[src/rtl/tanh_grad_if.sv]
// Valid/ready stream bundle for tanh_grad: y/g pairs in, dx out.
// master = upstream producer / downstream consumer side, slave = tanh_grad.
interface tanh_grad_if #(
    parameter int WIDTH = 32
) ();
    logic             in_valid;
    logic             in_ready;
    logic [WIDTH-1:0] y;
    logic [WIDTH-1:0] g;
    logic             out_valid;
    logic             out_ready;
    logic [WIDTH-1:0] dx;

    modport master (
        output in_valid, y, g, out_ready,
        input  in_ready, out_valid, dx
    );

    modport slave (
        input  in_valid, y, g, out_ready,
        output in_ready, out_valid, dx
    );
endinterface

[src/rtl/tanh_grad.sv]
// tanh backward pass: dx = g * clamp(1 - y^2, 0, 1) in signed Q8.24, two-stage valid/ready pipeline.
// Define TANH_GRAD_ROUND_EN to round both >>>FL shifts to nearest instead of truncating.
module tanh_grad #(
    parameter int WIDTH = 32,
    parameter int FL    = 24
) (
    input  logic       clk,
    input  logic       rst,
    input  logic       en,
    tanh_grad_if.slave bus
);

    localparam logic signed [WIDTH:0] ONE = $signed((WIDTH+1)'(1) << FL);
`ifdef TANH_GRAD_ROUND_EN
    localparam logic signed [2*WIDTH-1:0] RND = $signed((2*WIDTH)'(1) << (FL-1));
`else
    localparam logic signed [2*WIDTH-1:0] RND = '0;
`endif

    logic             s1_valid_q, s1_valid_d;
    logic             s2_valid_q, s2_valid_d;
    logic [WIDTH-1:0] ysq_q, ysq_d;
    logic [WIDTH-1:0] g1_q, g1_d;
    logic [WIDTH-1:0] dx_q, dx_d;

    logic s1_adv, s2_adv;

    logic signed [2*WIDTH-1:0] y_ext, p1, g_ext, d_ext, p2;
    logic signed [WIDTH:0]     ysq_ext, d_val;
    logic [WIDTH-1:0]          ysq_calc, dx_calc;

    // Datapath: S1 squares the incoming y, S2 forms the clamped (1 - y^2) and scales g
    always_comb begin
        y_ext    = {{WIDTH{bus.y[WIDTH-1]}}, bus.y};
        p1       = y_ext * y_ext + RND;
        ysq_calc = WIDTH'(p1 >>> FL);

        // A wrapped (negative) square can only come from a huge |y|; treat it as y^2 = 0
        ysq_ext = {ysq_q[WIDTH-1], ysq_q};
        if (ysq_ext > ONE)
            d_val = '0;
        else if (ysq_ext[WIDTH])
            d_val = ONE;
        else
            d_val = ONE - ysq_ext;

        g_ext   = {{WIDTH{g1_q[WIDTH-1]}}, g1_q};
        d_ext   = {{(WIDTH-1){d_val[WIDTH]}}, d_val};
        p2      = g_ext * d_ext + RND;
        dx_calc = WIDTH'(p2 >>> FL);
    end

    assign s2_adv        = !s2_valid_q || bus.out_ready;
    assign s1_adv        = !s1_valid_q || s2_adv;
    assign bus.in_ready  = en && rst && s1_adv;
    assign bus.out_valid = en && s2_valid_q;
    assign bus.dx        = dx_q;

    always_comb begin
        s1_valid_d = s1_valid_q;
        s2_valid_d = s2_valid_q;
        ysq_d      = ysq_q;
        g1_d       = g1_q;
        dx_d       = dx_q;
        if (en) begin
            if (s1_adv) begin
                s1_valid_d = bus.in_valid;
                if (bus.in_valid) begin
                    ysq_d = ysq_calc;
                    g1_d  = bus.g;
                end
            end
            // dx only changes when a real entry moves in, so it holds after the last result drains
            if (s2_adv) begin
                s2_valid_d = s1_valid_q;
                if (s1_valid_q)
                    dx_d = dx_calc;
            end
        end
    end

    always_ff @(posedge clk or negedge rst) begin
        if (!rst) begin
            s1_valid_q <= 1'b0;
            s2_valid_q <= 1'b0;
            ysq_q      <= '0;
            g1_q       <= '0;
            dx_q       <= '0;
        end else begin
            s1_valid_q <= s1_valid_d;
            s2_valid_q <= s2_valid_d;
            ysq_q      <= ysq_d;
            g1_q       <= g1_d;
            dx_q       <= dx_d;
        end
    end

endmodule

[src/flat_wrapper.sv]
// flat-port wrapper written by rule: the top's interface ports become plain ports
module tanh_grad_flat 
#(
    parameter int WIDTH = 32,
    parameter int FL    = 24
)
  (clk, rst, en, bus_in_valid, bus_y, bus_g, bus_out_ready, bus_in_ready, bus_out_valid, bus_dx);
  tanh_grad_if #(.WIDTH(WIDTH)) bus_i ();
  input  logic clk;
  input  logic rst;
  input  logic en;
  input wire logic [$bits(bus_i.in_valid)-1:0] bus_in_valid;
  input wire logic [$bits(bus_i.y)-1:0] bus_y;
  input wire logic [$bits(bus_i.g)-1:0] bus_g;
  input wire logic [$bits(bus_i.out_ready)-1:0] bus_out_ready;
  output wire logic [$bits(bus_i.in_ready)-1:0] bus_in_ready;
  output wire logic [$bits(bus_i.out_valid)-1:0] bus_out_valid;
  output wire logic [$bits(bus_i.dx)-1:0] bus_dx;
  assign bus_i.in_valid = bus_in_valid;
  assign bus_i.y = bus_y;
  assign bus_i.g = bus_g;
  assign bus_i.out_ready = bus_out_ready;
  assign bus_in_ready = bus_i.in_ready;
  assign bus_out_valid = bus_i.out_valid;
  assign bus_dx = bus_i.dx;
  tanh_grad #(.WIDTH(WIDTH), .FL(FL)) u_core (.clk(clk), .rst(rst), .en(en), .bus(bus_i));
endmodule
[config.mk]
export PLATFORM = sky130hd
export DESIGN_NAME = tanh_grad_flat
export DESIGN_NICKNAME = d
export VERILOG_FILES = /design/src/rtl/tanh_grad_if.sv /design/src/rtl/tanh_grad.sv /design/src/flat_wrapper.sv
export SDC_FILE = /design/constraint.sdc
export NUM_CORES = 2
export LEC_CHECK = 0
export ABC_CLOCK_PERIOD_IN_PS = 27400
export BUFFER_PORTS_ARGS = -buffer_cell sky130_fd_sc_hd__buf_4
export CORE_AREA = 8 8 415 417
export DETAILED_ROUTE_END_ITERATION = 6
export DIE_AREA = 0 0 423 425
export PLACE_DENSITY = 0.61
export SYNTH_ARGS = -nofsm -noshare
export SYNTH_HDL_FRONTEND = slang
export SYNTH_SLANG_ARGS = --single-unit
[constraint.sdc]
create_clock -name clk -period 27.4 [get_ports clk]
set_input_delay 1.37 -clock clk [delete_from_list [all_inputs] [get_ports clk]]
set_output_delay 1.37 -clock clk [all_outputs]
set_load 0.01 [all_outputs]
After elaboration in Yosys (flattened, before gate mapping)
Index checks and enable logic that the tools add are counted.
Widths: inputs -> output; s select.
{"block": "classes", "shifts": 0, "addsub": 1, "order_cmp": 1, "n_eq_ne": 0, "n_mul": 2, "div": 0, "n_reduce_logical": 11, "mux": 2, "n_bitwise": 0}
{"cell": "$mux 33", "count": 2}
{"cell": "$mul 32x32->56", "count": 1}
{"cell": "$mul 32x33->56", "count": 1}
{"cell": "$sub 26x32->33 const A", "count": 1}
{"cell": "$gt 32x26->1 const B", "count": 1}
{"cell": "$reduce_and 3->1", "count": 2}
{"cell": "$reduce_and 2->1", "count": 2}
{"cell": "$logic_and 1x1->1", "count": 3}
{"cell": "$logic_not 1->1", "count": 2}
{"cell": "$logic_or 1x1->1", "count": 2}
{"block": "word_totals", "latch_bits": 0, "rom_bits": 0, "ramBits": 0, "regBits": 98, "n_memories": 0, "wordCells": 22, "output_inout_bits": 34, "inputBits": 69}

Depth between registers and ports, before layout
{"block": "logic_depth", "ltp_word": 4, "ltp_mapped": 34, "mapped_depth_nobuf": 32}

Worst setup path before layout
OpenSTA, ideal clock, no wires.
{"block": "synth_timing", "kind": "flip-flop to flip-flop", "startpoint": "register u_core.ysq_q[14]", "endpoint": "register u_core.dx_q[22], in the netlist u_core.bus.dx[22]", "setup_ns": 0.129, "synth_period_minus_slack_ns": 9.430, "required_ns": 27.271, "stages_incl_launch_ff": 33, "arrival_ns": 9.302, "setup_slack_ns": 17.970, "path_cell_list": "dfrtp_1 > or4_4 > nand4b_4 > o21ai_0 > and2_1 > clkbuf_1 > clkbuf_1 > and2_1 > clkbuf_1 > clkbuf_1 > nand2_1 > fa_1 > inv_1 > fa_1 > fa_1 > inv_1 > fa_1 > inv_1 > fa_1 > fa_1 > fa_1 > fa_1 > ha_1 > nand3_1 > nor3_1 > and3_1 > or4b_4 > a311oi_4 > or3_4 > a41oi_4 > o41ai_2 > xnor2_1 > o21ai_1"}
{"block": "synth_between", "elab_chain_cells": 4, "word_cells_on_any_way": 5, "classes_between": "1 x add/sub; 1 x mul; 1 x order compare; 2 x mux"}
{"item": "start: declaration", "line_no": "tanh_grad.sv:22", "source": "logic [WIDTH-1:0] ysq_q, ysq_d;"}
{"item": "start signal: assignment", "line_no": "tanh_grad.sv:92", "source": "ysq_q <= ysq_d;"}
{"item": "$sub 26x32->33", "line_no": "tanh_grad.sv:45", "source": "d_val = ONE - ysq_ext;"}
{"item": "$mux 33", "line_no": "tanh_grad.sv:42", "source": "else if (ysq_ext[WIDTH])"}
{"item": "$mux 33 (*)", "line_no": "tanh_grad.sv:40", "source": "if (ysq_ext > ONE)"}
{"item": "$mul 32x33->56 (*)", "line_no": "tanh_grad.sv:49", "source": "p2 = g_ext * d_ext + RND;"}
{"item": "end signal: assignment", "line_no": "tanh_grad.sv:88", "source": "dx_q <= '0;"}
{"item": "end signal: assignment", "line_no": "tanh_grad.sv:94", "source": "dx_q <= dx_d;"}
{"item": "end: declaration", "line_no": "tanh_grad.sv:24", "source": "logic [WIDTH-1:0] dx_q, dx_d;"}
Every way passes the cells marked *; elsewhere a longest branch is shown, timed or not.
A chain may end at the register's enable or synchronous reset.

Final worst setup path
{"block": "layout_timing", "startpoint": "register u_core.ysq_q[2]", "endpoint": "register u_core.dx_q[21], in the netlist u_core.bus.dx[21]"}
The elaborated chain is that of the path after synthesis.

==> metrics <==
dpl ws=~16000 ps; drt wl/cell=between 20 and 25 um; Final Cycle Share=0.425; row cnt=150; data required time of the worst path=27670 ps; Worst-Margin Slew=1300 ps; gr usage total=0.211; Hold Fails Final Rpt=0; Port Buffers=102; Synth Warn #=0; commonest non-fill, non-tap cells in the layout=1983 x inv_1, 1907 x fa_1, 851 x nand2_1, 421 x and2_1, 347 x ha_1; Hold Crit Depth=2; Final nets=approximately 9000; First DRT Iteration DRCs=around 3100; H-Tree Level Count=3; largest stage delay on the critical path=about 840 ps; Chip Width=between 400 and 500 um; CP Max Fanout=93; CP max-delay cell=and2_1; Synth Register Bits=between 90 and 100; Core Region=between 150000 and 200000 sq um; Final WS setup=about 16000 ps; cts hold-fix bufs=0; pin count of the biggest net entering global routing=94; cell mode on critical path=fa_1; TritonCTS buffer count=9; Async SR Flop Fraction=1.00; critical path class=reg2reg; DR vias=roughly 45000; number of vias per cell=around 5.0; Top-Level Pins=about 100; Setup TNS=0 ps; syn_area_per_cell=~9.6 sq um; worst reg2reg path depth=29; Synth Instances=about 6900; P&R area growth vs syn=5.46%; status=completed; Relative slew margins=0.132; Startpoint Class=register; number of synthesized flops with an enable pin=0; Die Area=about 180000 sq um; Synth Cell Area=65800 sq um; Seq/Total Area, Yosys=0.0373; clock buffer depth=2; Residual DRC=0; RD Place Congestion=~0.95; TritonCTS clock tree=built; Worst-Skew Late Latency=roughly 420 ps; Worst Skew=around 23 ps; fill cell count=16200; RSZ-0062 raised after global routing=false; fmax=between 80 and 90 MHz; DR pass1 iterations=5; vias in the first global route=around 51000; synth unique cells=70; Total Wirelength=between 150000 and 200000 um; MaxCap Viol Count=0; first-pass GRT wire length=296000 um; most used flip-flop cell after synthesis=dfrtp_1; CP Capture Type=register; commonest non-fill, non-tap cell in the layout=inv_1; Initial Util=0.396; post_cts resized=0; data arrival time of the critical path=11910 ps; CTS root buf=clkbuf_16; Setup Fix Bufs, Post-CTS=0; clock period minus worst slack=approximately 12000 ps; CTS sink count=98; hpwl dp=approximately 150000 um; chip height=425 um; Hold WC Path Type=reg2reg; CTS clk-pin slew, worst paths=around 90 ps; share of cells above drive strength 1=0.0387; ANT nets after route=0; Overflow after GRT=0; fin. max-slew vios=0; initial antenna violation count=9; final setup vio count=0
through the flow:
step / std cells / instance area, sq um / hold slack, ps / utilization
2_1_floorplan: 6989 / 66200 / 449 / -
6_report: 9059 / 69400 / 487 / 0.418
3_5_place_dp: 9039 / 69100 / 471 / 0.416
5_1_grt: 9056 / 69300 / 522 / 0.418
3_3_place_gp: 9039 / 69100 / 465 / 0.416
4_1_cts: 9055 / 69300 / 488 / 0.418
final cells by class:
cell class / count / area, sq um / share of cell area
multi-input combinational: 4583 / 55100 / 0.795
clock buffer: 9 / 225 / 0.00325
antenna: 4 / 10.0 / 0.000144
tap: 2204 / 2760 / 0.0398
inverter: 1986 / 7450 / 0.107
timing repair buffer: 168 / 1260 / 0.0182
clock inverter: 7 / 58.8 / 0.000848
sequential: 98 / 2470 / 0.0356
cells in the mapped netlist, types with 12 or more instances:
library cell  instances  area share
nor3_1               16      0.0012
nand2b_1             18      0.0017
nor2_1               87      0.0050
a31oi_1              13      0.0012
nand3_1              30      0.0023
xnor2_1              96       0.013
o21bai_1             12      0.0014
nand2_1             851       0.049
o21ai_0              91      0.0069
mux2_2               36      0.0062
fa_1               1907        0.58
xor2_1               40      0.0053
and3_1              224       0.021
nor2b_1              19      0.0018
dfrtp_1              98       0.037
clkbuf_1            315       0.018
inv_1              1983        0.11
a21oi_1              87      0.0066
and2_1              422       0.040
nand4_1              16      0.0015
a21o_1               51      0.0058
ha_1                347       0.066
flip-flops by register name, indices dropped and copies added (netlist names):
register and count:
u_core.g1_q 32, u_core.s2_valid_q 1, u_core.s1_valid_q 1, u_core.bus.dx 32
u_core.ysq_q 32
metal layers:
layer	wire length, um	vias up	track usage
met5	0	-	0
met4	7420	0	0.0693
met3	13500	337	0.0337
met2	86400	1714	0.347
met1	76700	23600	0.287
li1	-	19400	-
critical path, delay by kind of cell, from the launching register on:
| kind | cells | cell delay [ps] |
|---|---|---|
| xor+xnor | 1 | 150 |
| buf+inv | 4 | 830 |
| simple gates | 10 | 3910 |
| fa+ha+maj | 9 | 4400 |
| compound gates | 5 | 1670 |
| flops | 1 | 450 |
path summary, 6_finish.rpt:
kind                       slack [ps]                 to              from
max                             15760  u_core.bus.dx[21]   u_core.ysq_q[2]
min                               490   u_core.ysq_q[25]  u_core.ysq_q[25]
max reg2reg                     15760  u_core.bus.dx[21]   u_core.ysq_q[2]
min reg2reg                       490   u_core.ysq_q[25]  u_core.ysq_q[25]
max in group asynchronous       25090   u_core.ysq_q[13]               rst
min in group asynchronous         950     u_core.g1_q[5]               rst
kinds of logic (layout without fill, tap and decap cells):
family                   after synthesis  in the layout  share of synthesized area
flip-flops                            98             98                     0.0373
multiplexers                          36             36                    0.00616
buffers and inverters               2308           2170                      0.132
other                                  2            113                   0.000114
AO/OA/AOI/OAI                        329            329                     0.0318
AND/OR/NAND/NOR                     1719           1719                      0.128
XOR/XNOR                             136            136                     0.0181
adder cells (fa/ha/maj)             2254           2254                      0.647
Power is left out: the tool's default activity adds up to more than one toggle a clock period on the data nets, which glitch-free logic cannot reach.
